[src/rtl/rr_pkg.sv]
// Shared types and helpers for the round-robin packet multiplexer.
package rr_pkg;

   typedef enum logic {IDLE, LOCK} state_t;

   // Helpers operate on a fixed-width container; callers size-cast to N.
   localparam int MAX_N = 32;

   function automatic logic [MAX_N-1:0] rotl_onehot(input logic [MAX_N-1:0] v, input int n);
      logic [MAX_N-1:0] r;
      r = '0;
      for (int i = 0; i < MAX_N; i++) begin
         if (i < n && v[i]) r[(i + 1) % n] = 1'b1;
      end
      return r;
   endfunction

   function automatic int onehot_to_idx(input logic [MAX_N-1:0] v);
      int idx;
      idx = 0;
      for (int i = 0; i < MAX_N; i++) begin
         if (v[i]) idx = i;
      end
      return idx;
   endfunction

endpackage

[src/rtl/rr_pick.sv]
// Rotating-priority one-hot picker: first request at or above prio, wrapping to bit 0.
module rr_pick #(
   parameter int N = 3
) (
   input  logic [N-1:0] req,
   input  logic [N-1:0] prio,
   output logic [N-1:0] pick
);

   logic [2*N-1:0] dbl;
   logic [2*N-1:0] masked;

   // The borrow ripples from prio up to the first set request; a wrap lands in the upper copy.
   assign dbl    = {req, req};
   assign masked = dbl & ~(dbl - {{N{1'b0}}, prio});
   assign pick   = masked[N-1:0] | masked[2*N-1:N];

endmodule

[src/rtl/rr_packet_mux.sv]
// Packet-aware N-to-1 valid/ready mux with round-robin arbitration and one output register slice.
// Optional beat limit with truncation flag: define RR_PACKET_MUX_BEAT_LIMIT_EN.
module rr_packet_mux
   import rr_pkg::*;
#(
   parameter int N         = 3,
   parameter int DW        = 32,
   parameter int SW        = $clog2(N),
   parameter int MAX_BEATS = 16
) (
   input  logic            clk,
   input  logic            rst,
   input  logic [N-1:0]    in_valid,
   output logic [N-1:0]    in_ready,
   input  logic [N*DW-1:0] in_data,
   input  logic [N-1:0]    in_last,
   output logic            out_valid,
   input  logic            out_ready,
   output logic [DW-1:0]   out_data,
   output logic            out_last,
   output logic [SW-1:0]   out_src
`ifdef RR_PACKET_MUX_BEAT_LIMIT_EN
   ,
   output logic            err_trunc
`endif
);

   state_t        state;
   logic [N-1:0]  prio;
   logic [N-1:0]  grant;
   logic [N-1:0]  pick;
   logic [DW-1:0] sel_data;
   logic          sel_last;
   logic          out_en;
   logic          accept;
   logic          limit_hit;
   logic          emit_last;
   logic          release_pkt;

   rr_pick #(.N(N)) u_pick (
      .req  (in_valid),
      .prio (prio),
      .pick (pick)
   );

   assign out_en   = !out_valid || out_ready;
   assign in_ready = (state == LOCK) ? (grant & {N{out_en}}) : '0;
   assign accept   = |(in_valid & in_ready);

   always_comb begin
      sel_data = '0;
      sel_last = 1'b0;
      for (int i = 0; i < N; i++) begin
         if (grant[i]) begin
            sel_data = in_data[i*DW +: DW];
            sel_last = in_last[i];
         end
      end
   end

`ifdef RR_PACKET_MUX_BEAT_LIMIT_EN
   localparam int CW = $clog2(MAX_BEATS + 1);
   logic [CW-1:0] beat_cnt;

   assign limit_hit = (beat_cnt == CW'(MAX_BEATS - 1));

   always_ff @(posedge clk or negedge rst) begin
      if (!rst) begin
         beat_cnt  <= '0;
         err_trunc <= 1'b0;
      end else begin
         err_trunc <= release_pkt && limit_hit && !sel_last;
         if (release_pkt)  beat_cnt <= '0;
         else if (accept)  beat_cnt <= beat_cnt + 1'b1;
      end
   end
`else
   assign limit_hit = 1'b0;
`endif

   assign emit_last   = sel_last || limit_hit;
   assign release_pkt = accept && emit_last;

   // Arbitration: grant is held from the IDLE pick until the packet's final beat is accepted.
   always_ff @(posedge clk or negedge rst) begin
      if (!rst) begin
         state <= IDLE;
         prio  <= N'(1);
         grant <= '0;
      end else begin
         case (state)
            IDLE: begin
               if (|in_valid) begin
                  grant <= pick;
                  state <= LOCK;
               end
            end
            LOCK: begin
               if (release_pkt) begin
                  state <= IDLE;
                  prio  <= N'(rotl_onehot(MAX_N'(grant), N));
               end
            end
            default: state <= IDLE;
         endcase
      end
   end

   // Output register slice.
   always_ff @(posedge clk or negedge rst) begin
      if (!rst) begin
         out_valid <= 1'b0;
         out_data  <= '0;
         out_last  <= 1'b0;
         out_src   <= '0;
      end else if (accept) begin
         out_valid <= 1'b1;
         out_data  <= sel_data;
         out_last  <= emit_last;
         out_src   <= SW'(onehot_to_idx(MAX_N'(grant)));
      end else if (out_ready) begin
         out_valid <= 1'b0;
      end
   end

endmodule

[config.mk]
export PLATFORM = sky130hd
export DESIGN_NAME = rr_packet_mux
export DESIGN_NICKNAME = d
export VERILOG_FILES = /design/src/rtl/rr_pkg.sv /design/src/rtl/rr_pick.sv /design/src/rtl/rr_packet_mux.sv
export SDC_FILE = /design/constraint.sdc
export NUM_CORES = 1
export LEC_CHECK = 0
export BUFFER_PORTS_ARGS = -buffer_cell sky130_fd_sc_hd__clkbuf_2
export CORE_ASPECT_RATIO = 1.1
export CORE_MARGIN = 8
export CORE_UTILIZATION = 32
export CTS_CLUSTER_SIZE = 25
export DETAILED_ROUTE_END_ITERATION = 6
export HOLD_SLACK_MARGIN = 0.03
export PLACE_DENSITY = 0.68
export SYNTH_ARGS = -nofsm -noshare
export SYNTH_HDL_FRONTEND = slang
export SYNTH_SLANG_ARGS = --single-unit
[constraint.sdc]
create_clock -name clk -period 1.94 [get_ports clk]
set_clock_uncertainty 0.2 [all_clocks]
set_input_delay 0.097 -clock clk [delete_from_list [all_inputs] [get_ports clk]]
set_output_delay 0.097 -clock clk [all_outputs]
set_load 0.01 [all_outputs]
==> results by group, run 1 <==
Yosys
  • Cell taking the most area after synthesis: dfrtp_1
  • Main combinational cell family by area after synthesis: compound AO/OA/AOI/OAI gates
  • Synthesized area: 0.00223 mm²
  • Register area share after synthesis: between 40% and 50%
  • Post-synth EDFFs: 0
  • Synth area leaders: dfrtp_1, a222oi_1, a21oi_1, mux2_4, nor2_1
  • Share of Yosys cell area claimed by the top area cell type: between 40% and 50%
  • Post-Synth XOR/XNOR Area: 0%
  • Mapped Avg Cell Area: 10.3 µm²
  • Synth Area in Simple Gates: 11.9%
  • Synth Flop Type: dfrtp_1
  • Post-synthesis net count: 326
  • Gate Count Post-Synth: 218
  • Mux cell area share after synthesis: 7.39%
  • Ys Warns: 0
  • Synth unique cells: 31
  • Compound-gate portion of the synthesized area: 24.7%
  • Adder-cell share of the synthesized area: 2.02%
  • Yosys reg bits: 43
  • Fraction of registers with async set/reset: 100%

Worst setup path
  • Worst-path cell chain: a222oi_1, buf_4, nor3b_4, buf_6, buf_12, mux2_4
  • WS Path Type: register to register
  • Nature of the critical path startpoint: register
  • Critical path peak fanout: 29
  • Origin of the critical flop-to-flop path: grant[1]
  • Reg-to-reg critical path endpoint: out_data[1]
  • Setup crit end kind: register
  • Max stage delay on crit path: 0.41 ns
  • R2R depth: 6
  • Crit-path slowest cell: dfrtp_1
  • Worst Path Required: 1.92 ns
  • Worst EP arrival: 1.84 ns
  • CP Buf/Inv Count: 3
  • Top cell family by delay on the critical path: buffers and inverters
  • R2R setup slack: between 0.07 and 0.08 ns

Layout
  • Most common cell after layout, fill and taps aside: clkbuf_2
  • Multi-input gate area: 0.00105 mm²
  • Layout cells sized above 1: about two fifths
  • Register area: approximately 0.0011 mm²
  • P&R area growth vs syn: 84.9%
  • Commonest non-fill, non-tap cells in the layout: clkbuf_2, dlygate4sd3_1, dfrtp_1, a21oi_1, a222oi_1
  • Final Net Count: 561
  • Fillers: about 570

Placed design
  • GP Congestion: 0.829
  • Placed wire-length estimate: roughly 5800 µm
  • PortBufs: 143

Clock tree
  • Inserted Clock Buffers: 5
  • Reg clk slew, reported paths: 0.08 ns
  • H-tree levels: 2
  • Clk buf depth: 2
  • Clk_lat worst skew: about 0.29 ns
  • CTS tree: done
  • CTS Root Cell: clkbuf_8
  • Clock sinks: 43

Global routing
  • First-pass GRT wire length: 14800 µm
  • Largest net degree at the start of global routing: 31
  • Initial antenna violation count: 3
  • GRT Util Overall: a little under a fifth
  • Vias in the first global route: 3051
  • Grt ovf: 0

Timing
  • Max Slew Vio Count: 0
  • Tmin final: 1.86 ns
  • Worst hold margin: between 0.04 and 0.05 ns
  • Setup violations, final: 0
  • Worst-Margin Slew: 0.773 ns
  • RSZ-0062 raised after global routing: true
  • Final Cycle Share: a little over nine tenths
  • Hold Fails Final Rpt: 0
  • TNS Setup: 0 ns
  • Slew margin rel.: 48.4%
  • Max Clk Rate: 0.537 GHz

Detailed routing
  • Pre-antenna DRT Iters: 7
  • DRC viols: 6
  • WL final: 9450 µm
  • Starting DRT DRC Count: about 250
  • Via count: 2794
  • Wire per inst: between 15 and 20 µm
  • Routed Antenna Nets: 0
  • Vias/cell: 5.15

Die
  • Die Ht: 104 µm
  • Die Wd: 95.7 µm
  • # IOs: 144
  • Core area: 0.00689 mm²
  • Initial core utilization: 32.4%
  • Core Rows: 32
  • Full die area: 0.00992 mm²

Run
  • Max Cap Viol: 0

Power and ir drop
  • Total Power: 1910 µW
  • LEAKAGE: between 0.002 and 0.0025 µW
  • Peak VDD IR: ~440 µV
  • Power Dens Cells: 462 mW/mm²

Min path
  • Hold Startpoint: in_data[30]
  • Hold Path Depth: 5
  • Hold crit path type: primary input to register
  • Hold worst-path end: out_data[30]

Outcome
  • Failing checks: design-rule violations
  • Run status: finished with violations
tightest hold or removal path, delay by kind of cell:
kind | cells | cell delay [ns]
AO/OA/AOI/OAI | 3 | 0.26
buffers and inverters | 1 | 0.08
AND/OR/NAND/NOR | 1 | 0.06
logic make-up after synthesis:
family | after synthesis
AOI/OAI and AO/OA | 78
and+or+nand+nor | 57
DFF | 43
buffers and inverters | 25
muxes | 12
adders and majority gates | 3
synthesized netlist by cell type, types with 2 or more instances:
cell,number
a21oi_1,27
a222oi_1,25
a22oi_1,7
and3_1,3
buf_2,5
buf_6,4
clkbuf_1,10
dfrtp_1,42
ha_1,2
inv_1,6
mux2_2,4
mux2_4,8
nand2_1,16
nand2b_1,3
nand3b_1,2
nor2_1,24
nor2b_1,3
nor3_1,2
o21ai_0,13
sequential cells by signal (all words and copies together) (netlist names):
register   flops
grant          3
out_data      32
prio           3
state          1
out_src        2
out_last       1
out_valid      1
how the worst max path moves through the flow:
stage	cells past startpoint	start	to	slack (ns)
2_1_floorplan	5	grant[1]	out_data[1]	0.17
3_3_place_gp	5	grant[0]	out_data[1]	0.02
3_5_place_dp	3	grant[1]	out_data[25]	-0.005
4_1_cts	3	grant[2]	out_data[25]	-0.02
5_1_grt	6	grant[1]	prio[2]	-0.008
6_report	6	grant[1]	out_data[1]	0.08
metal layers:
metal	up-vias	GRT usage, %	part of all wire (%)
met2	188	32.6	50
li1	1301	-	-
met4	0	9.13	4.1
met5	-	0	0
met3	36	6.35	11
met1	1269	19.1	35
power by group:
part / switching, µW / leakage, µW / internal [µW] / total [µW]
Combinational: 94.9 / 0.00144 / 194 / 289
Clock: 307 / 0.0000612 / 417 / 724
Sequential: 0 / 0.000585 / 895 / 895
Total: 402 / 0.00209 / 1510 / 1910
layout make-up:
type | count | share of cell area [%]
Multi-Input combinational cell | 150 | 25.3
Inverter | 6 | 0.545
Clock inverter | 2 | 0.848
Tap cell | 85 | 2.57
Clock buffer | 6 | 2.00
Sequential cell | 43 | 26.1
Antenna cell | 3 | 0.182
Timing Repair Buffer | 247 | 42.4
metrics by stage:
step / instances / area, µm² / util, % / setup slack, ns
after CTS: 536 / 4090 / 59.4 / -0.0169
final: 542 / 4130 / 60.0 / 0.0776
after floorplan: 218 / 2230 / - / 0.166
after global routing: 542 / 4130 / 60.0 / -0.00818
after global placement: 442 / 3110 / 45.2 / 0.0193
after detailed placement: 442 / 3110 / 45.2 / -0.00535
repair_timing:
action / CTS / global route
hold buffers: 86 / 0
hold endpoints to repair: 63 / 0
resized for setup: 0 / 4
pin swaps: 0 / 2
setup endpoints to repair: 8 / 35
buffers inserted: 0 / 3
Note: power is estimated with default switching activity, not from simulation.
==> run 2, diff against run 1 <==
--- a/config.mk
+++ b/config.mk
@@ -12,6 +12,7 @@
 export CTS_CLUSTER_SIZE = 25
 export DETAILED_ROUTE_END_ITERATION = 6
 export HOLD_SLACK_MARGIN = 0.03
+export MAX_ROUTING_LAYER = met4
 export PLACE_DENSITY = 0.68
 export SYNTH_ARGS = -nofsm -noshare
 export SYNTH_HDL_FRONTEND = slang
==> run 2 against run 1 <==
Compared with the run above:
- the run still ends with design-rule violations left
- hold slack better by 0.0033 ns
- global-route usage is 0.56 points higher
- sequential share of layout area stayed put
- clock power hardly changed
- critical endpoint unchanged
- largest cell class unchanged
- highest routed layer unchanged
==> results by group, run 2 (synthesis results as in run 1) <==
Worst setup path
  • Worst Path Required: 1.92 ns (about the same)
  • Top cell family by delay on the critical path: buffers and inverters
  • Total stage count of the critical path: 6 (unchanged)
  • Setup crit end kind: register
  • Crit-path slowest cell: dfrtp_1
  • R2R depth: 6 (unchanged)
  • Nature of the critical path startpoint: register
  • Worst-path cell chain: a222oi_1, buf_4, nor3b_4, buf_6, buf_12, mux2_4
  • WS Path Type: register to register
  • CP Buf/Inv Count: 3 (unchanged)
  • Worst EP arrival: 1.84 ns (about the same)
  • Max stage delay on crit path: 0.41 ns (about the same)
  • Critical path peak fanout: 29 (unchanged)

Layout
  • Multi-input gate area: 0.00105 mm² (unchanged)
  • Largest regs: out_data (32), grant (3), prio (3)
  • Commonest non-fill, non-tap cells in the layout: clkbuf_2, dlygate4sd3_1, dfrtp_1, a21oi_1, a222oi_1
  • Fillers: 571 (unchanged)
  • Most common cell after layout, fill and taps aside: clkbuf_2
  • P&R area growth vs syn: 84.9% (unchanged)
  • Largest register FFs: 32 (unchanged)
  • Final core utilization: 60.0% (unchanged)
  • Layout cells sized above 1: 41.2% (unchanged)
  • Top reg by flops: out_data
  • Final Net Count: 561 (unchanged)
  • Register area: 0.00108 mm² (unchanged)

Timing
  • Setup violations, final: 0 (unchanged)
  • Tmin final: 1.86 ns (-0.00400 ns)
  • Final Cycle Share: 95.8% (-0.21 points)
  • Worst-Margin Slew: 0.777 ns (+0.00402 ns)
  • Final worst slack: 0.0816 ns (+0.00400 ns)
  • RSZ-0062 raised after global routing: true
  • Max Slew Vio Count: 0 (unchanged)
  • Slew margin rel.: 48.2% (-0.27 points)
  • Max Clk Rate: 0.538 GHz (+0.22%)
  • Hold Fails Final Rpt: 0 (unchanged)

Die
  • Initial core utilization: 32.4% (unchanged)
  • Full die area: 0.00992 mm² (unchanged)
  • Die Ht: 104 µm (unchanged)
  • # IOs: 144 (unchanged)
  • Die Wd: 95.7 µm (unchanged)
  • Core area: 0.00689 mm² (unchanged)
  • Core Rows: 32 (unchanged)

Run
  • Max Cap Viol: 0 (unchanged)

Power and ir drop
  • P_int: 1510 µW (about the same)
  • Clock share of power: 37.9% (about the same)
  • Switch Pwr: 403 µW (+0.28%)
  • Seq pwr share: 46.9% (about the same)
  • LEAKAGE: 0.00209 µW (unchanged)
  • Peak VDD IR: 442 µV (+0.49%)
  • Logic pwr share: 15.2% (about the same)
  • Power Dens Cells: 462 mW/mm² (about the same)
  • Switching Share: 21.1% (+0.046 points)

Clock tree
  • Inserted Clock Buffers: 5 (unchanged)
  • Clock sinks: 43 (unchanged)
  • Reg clk slew, reported paths: 0.08 ns (about the same)
  • Clk buf depth: 2 (unchanged)
  • H-tree levels: 2 (unchanged)
  • CTS tree: done
  • CTS Root Cell: clkbuf_8
  • Clk_lat worst skew: 0.29 ns (about the same)

Detailed routing
  • Routed Antenna Nets: 0 (unchanged)
  • Via count: 2814 (+0.72%)
  • Wire per inst: 17.5 µm (+0.40%)
  • WL final: 9490 µm (+0.40%)
  • DRC viols: 3 (-3)
  • Pre-antenna DRT Iters: 7 (unchanged)
  • Starting DRT DRC Count: 237 (-4.8%)
  • Vias/cell: 5.19 (+0.72%)

Placed design
  • GP Congestion: 0.842 (+1.5%)
  • Setup slack after placement: -0.00535 ns (unchanged)
  • Placed wire-length estimate: 5850 µm (unchanged)
  • PortBufs: 143 (unchanged)

Min path
  • Hold Path Depth: 5 (unchanged)
  • Hold crit path type: primary input to register

Outcome
  • Failing checks: design-rule violations
  • Run status: finished with violations

Global routing
  • Largest net degree at the start of global routing: 31 (unchanged)
  • GRT Util Overall: 19.3% (+0.56 points)
  • Vias in the first global route: 3055 (+0.13%)
  • Initial antenna violation count: 3 (unchanged)
  • First-pass GRT wire length: 14800 µm (about the same)
  • Grt ovf: 0 (unchanged)
-- run 2: worst paths after layout --
kind                             start            to  slack, ns
max in group asynchronous          rst  out_data[22]       0.69
min reg2reg                 out_src[1]    out_src[1]       0.31
min                        in_data[30]  out_data[30]       0.05
max                           grant[1]   out_data[1]       0.08
min in group asynchronous          rst       prio[1]       0.22
max reg2reg                   grant[1]   out_data[1]       0.08
-- run 2: cell type report --
type | instances | area share (%)
Timing Repair Buffer | 247 | 42.4
Sequential cell | 43 | 26.1
Multi-Input combinational cell | 150 | 25.3
Tap cell | 85 | 2.57
Clock buffer | 6 | 2.00
Clock inverter | 2 | 0.848
Inverter | 6 | 0.545
Antenna cell | 3 | 0.182
-- run 2: what timing repair did --
action | 4_1_cts | 5_1_grt
hold buffers | 86 | 0
setup endpoints to repair | 8 | 36
pin swaps | 0 | 2
endpoints found under the hold margin | 63 | 0
buffers inserted | 0 | 3
resized for setup | 0 | 4
-- run 2: power groups by stage --
stage / combinational (µW) / clock, µW / sequential, µW
after floorplan: 9.99 / 0 / 914
after global placement: 139 / 0 / 913
after detailed placement: 141 / 0 / 913
after CTS: 279 / 749 / 895
after global routing: 311 / 777 / 896
final: 290 / 725 / 895
-- run 2: per-stage QoR --
step           hold WS, ns  setup TNS, ns  cell area, µm²  power [µW]  cells
2_1_floorplan       -0.399              0            2230         924    218
3_3_place_gp       0.00425              0            3110        1050    442
3_5_place_dp       0.00824       -0.00535            3110        1050    442
4_1_cts             0.0459        -0.0722            4090        1920    536
5_1_grt             0.0759        -0.0215            4130        1980    542
6_report            0.0500              0            4130        1910    542
-- run 2: worst register-to-register path: cells and delay by family (launching register included) --
| family | cells | cell delay [ns] |
|---|---|---|
| buf+inv | 3 | 0.47 |
| flops | 1 | 0.41 |
| compound gates | 1 | 0.31 |
| mux | 1 | 0.31 |
| simple gates | 1 | 0.04 |
-- run 2: per-layer routing --
layer / up-vias / wire, µm / track usage (%)
li1: 1302 / - / -
met1: 1280 / 3460 / 20.1
met2: 196 / 4810 / 32.7
met3: 36 / 850 / 4.77
met4: 0 / 373 / 9.13
met5: - / 0 / -
==> run 3, diff against run 2 <==
==> constraint.sdc (replaced) <==
create_clock -name clk -period 1.94 [get_ports clk]
set_clock_uncertainty 0.2 [all_clocks]
set_input_delay 0.194 -clock clk [delete_from_list [all_inputs] [get_ports clk]]
set_output_delay 0.194 -clock clk [all_outputs]
set_load 0.01 [all_outputs]
==> run 3 against run 2 <==
Compared with the run above:
- the run still ends with design-rule violations left
- critical endpoint is now out_data[27]
- count of clock-buffer cells in the layout grew 1
- hold slack lost 0.014 ns
- maximum frequency shrank 2.0%
- sequential share of layout area grew 3.2 points
- global-route usage shrank 1.9 points
- largest cell class unchanged
- register-to-register slack lost 0.04 ns
- first-iteration DRC count shrank 3.8%
- total power shrank 8.4%
- routed wire length shrank 12%
- non-clock buffer count shrank 47
- sequential power is essentially flat
- critical path depth shrank 1
==> results by group, run 3 (synthesis results as in run 1) <==
Power and ir drop
  • Power Dens Cells: 476 mW/mm² (+2.9%)
  • Total Power: 1750 µW (-8.4%)
  • LEAKAGE: 0.00188 µW (-9.9%)
  • Peak VDD IR: 308 µV (-30%)

Run
  • Max Cap Viol: 0 (unchanged)

Detailed routing
  • Via count: 2558 (-9.1%)
  • Wire per inst: 17.0 µm (-2.9%)
  • Vias/cell: 5.20 (+0.14%)
  • WL final: 8360 µm (-12%)
  • Pre-antenna DRT Iters: 7 (unchanged)
  • DRC viols: 8 (+5)
  • Routed Antenna Nets: 0 (unchanged)
  • Starting DRT DRC Count: 228 (-3.8%)

Placed design
  • Placed wire-length estimate: 5780 µm (-1.2%)
  • GP Congestion: 0.905 (+7.6%)
  • PortBufs: 143 (unchanged)
  • Placed inst area: 0.00312 mm² (about the same)

Worst setup path
  • Worst EP arrival: 1.87 ns (+0.03 ns)
  • Origin of the critical flop-to-flop path: grant[2]
  • WS Path Type: register to register
  • R2R depth: 5 (-1)
  • Reg-to-reg critical path endpoint: out_data[27]
  • Worst Path Required: 1.92 ns (about the same)
  • Critical path peak fanout: 31 (+6.9%)
  • Setup crit end kind: register
  • Nature of the critical path startpoint: register
  • R2R setup slack: 0.04 ns (-0.04 ns)

Die
  • Core area: 0.00689 mm² (unchanged)
  • Initial core utilization: 32.4% (unchanged)
  • Full die area: 0.00992 mm² (unchanged)
  • # IOs: 144 (unchanged)
  • Die Wd: 95.7 µm (unchanged)
  • Core Rows: 32 (unchanged)
  • Die Ht: 104 µm (unchanged)

Timing
  • Tmin final: 1.90 ns (+0.0375 ns)
  • Max Clk Rate: 0.527 GHz (-2.0%)
  • Setup violations, final: 0 (unchanged)
  • RSZ-0062 raised after global routing: true
  • Slew margin rel.: 56.8% (+8.6 points)
  • Hold Fails Final Rpt: 0 (unchanged)
  • Worst-Margin Slew: 0.647 ns (-0.131 ns)
  • Max Slew Vio Count: 0 (unchanged)
  • Final Cycle Share: 97.7% (+1.9 points)
  • Worst hold margin: 0.0357 ns (-0.0143 ns)
  • TNS Setup: 0 ns (unchanged)

Clock tree
  • CTS tree: done
  • CTS Root Cell: clkbuf_8
  • Setup bufs post-CTS: 0 (unchanged)
  • Clock sinks: 43 (unchanged)
  • Clk buf depth: 2 (unchanged)
  • Inserted Clock Buffers: 5 (unchanged)
  • H-tree levels: 2 (unchanged)
  • Reg clk slew, reported paths: 0.09 ns (about the same)
  • Clk_lat worst skew: 0.29 ns (about the same)

Layout
  • P&R area growth vs syn: 64.5%
  • # diodes: 0 (-3)
  • Final core utilization: 53.4% (-6.6 points)
  • Post-layout instance area: 0.00368 mm² (-11%)
  • Fillers: 620 (+8.6%)
  • Most common cell after layout, fill and taps aside: clkbuf_2
  • Commonest non-fill, non-tap cells in the layout: clkbuf_2, dlygate4sd3_1, dfrtp_1, a21oi_1, a222oi_1
  • Largest regs: out_data (32), grant (3), prio (3)
  • Top reg by flops: out_data
  • Final Net Count: 514 (-8.4%)
  • Largest register FFs: 32 (unchanged)
  • Layout cells sized above 1: 44.5% (+3.3 points)

Min path
  • Hold Path Depth: 3 (-2)
  • Hold Startpoint: in_data[89]
  • Hold worst-path end: out_data[25]
  • Hold crit path type: primary input to register

Global routing
  • GRT Util Overall: 17.4% (-1.9 points)
  • Vias in the first global route: 2744 (-10%)
  • First-pass GRT wire length: 13600 µm (-8.0%)
  • Grt ovf: 0 (unchanged)
  • Initial antenna violation count: 0 (-3)
  • Largest net degree at the start of global routing: 43 (+39%)

Outcome
  • Failing checks: design-rule violations
  • Run status: finished with violations
run 3: power by group:
part	internal, µW	switching (µW)	total [µW]
Combinational	143	77.9	221
Clock	324	309	633
Sequential	895	0	895
run 3: what timing repair did:
action	4_1_cts	5_1_grt
hold buffers	43	2
setup endpoints to repair	27	11
hold endpoints to repair	46	2
pin swaps	0	1
gates resized for setup	2	1
run 3: final cells by class:
class                      instances  area, µm²  share of cell area [%]
sequential                        43       1080                    29.3
multi-input combinational        150       1050                    28.5
inverter                           6       22.5                   0.613
timing repair buffer             200       1320                    35.9
clock inverter                     1       7.51                   0.204
clock buffer                       7       96.3                    2.62
tap                               85        106                    2.89
run 3: worst max-delay path by stage:
stage	startpoint	end	slack [ns]	cells after the start
5_1_grt	grant[2]	out_data[29]	-0.02	5
6_report	grant[2]	out_data[27]	0.04	5
3_3_place_gp	grant[2]	out_data[13]	0.03	3
3_5_place_dp	grant[2]	out_data[12]	-0.05	3
2_1_floorplan	grant[1]	out_data[1]	0.17	5
4_1_cts	grant[2]	out_data[27]	0.03	5
run 3: through the flow:
| step | cells | setup slack [ns] |
|---|---|---|
| after floorplan | 218 | 0.166 |
| after global placement | 439 | 0.0305 |
| after detailed placement | 439 | -0.0461 |
| after CTS | 490 | 0.0259 |
| after global routing | 492 | -0.0207 |
| final | 492 | 0.0440 |
run 3: worst max-delay path: stages, from the launching register on:
cell and delay, ns:
dfrtp_2 0.44, a222oi_1 0.10, buf_4 0.15, nor3b_4 0.32
buf_12 0.24, mux2_4 0.31
run 3: layer usage:
layer	vias up	global-route usage, %	part of all wire, %
li1	1203	-	-
met1	1201	20.6	39
met2	148	29.1	51
met3	6	3.90	8.7
met4	0	3.74	0.90
met5	-	-	0
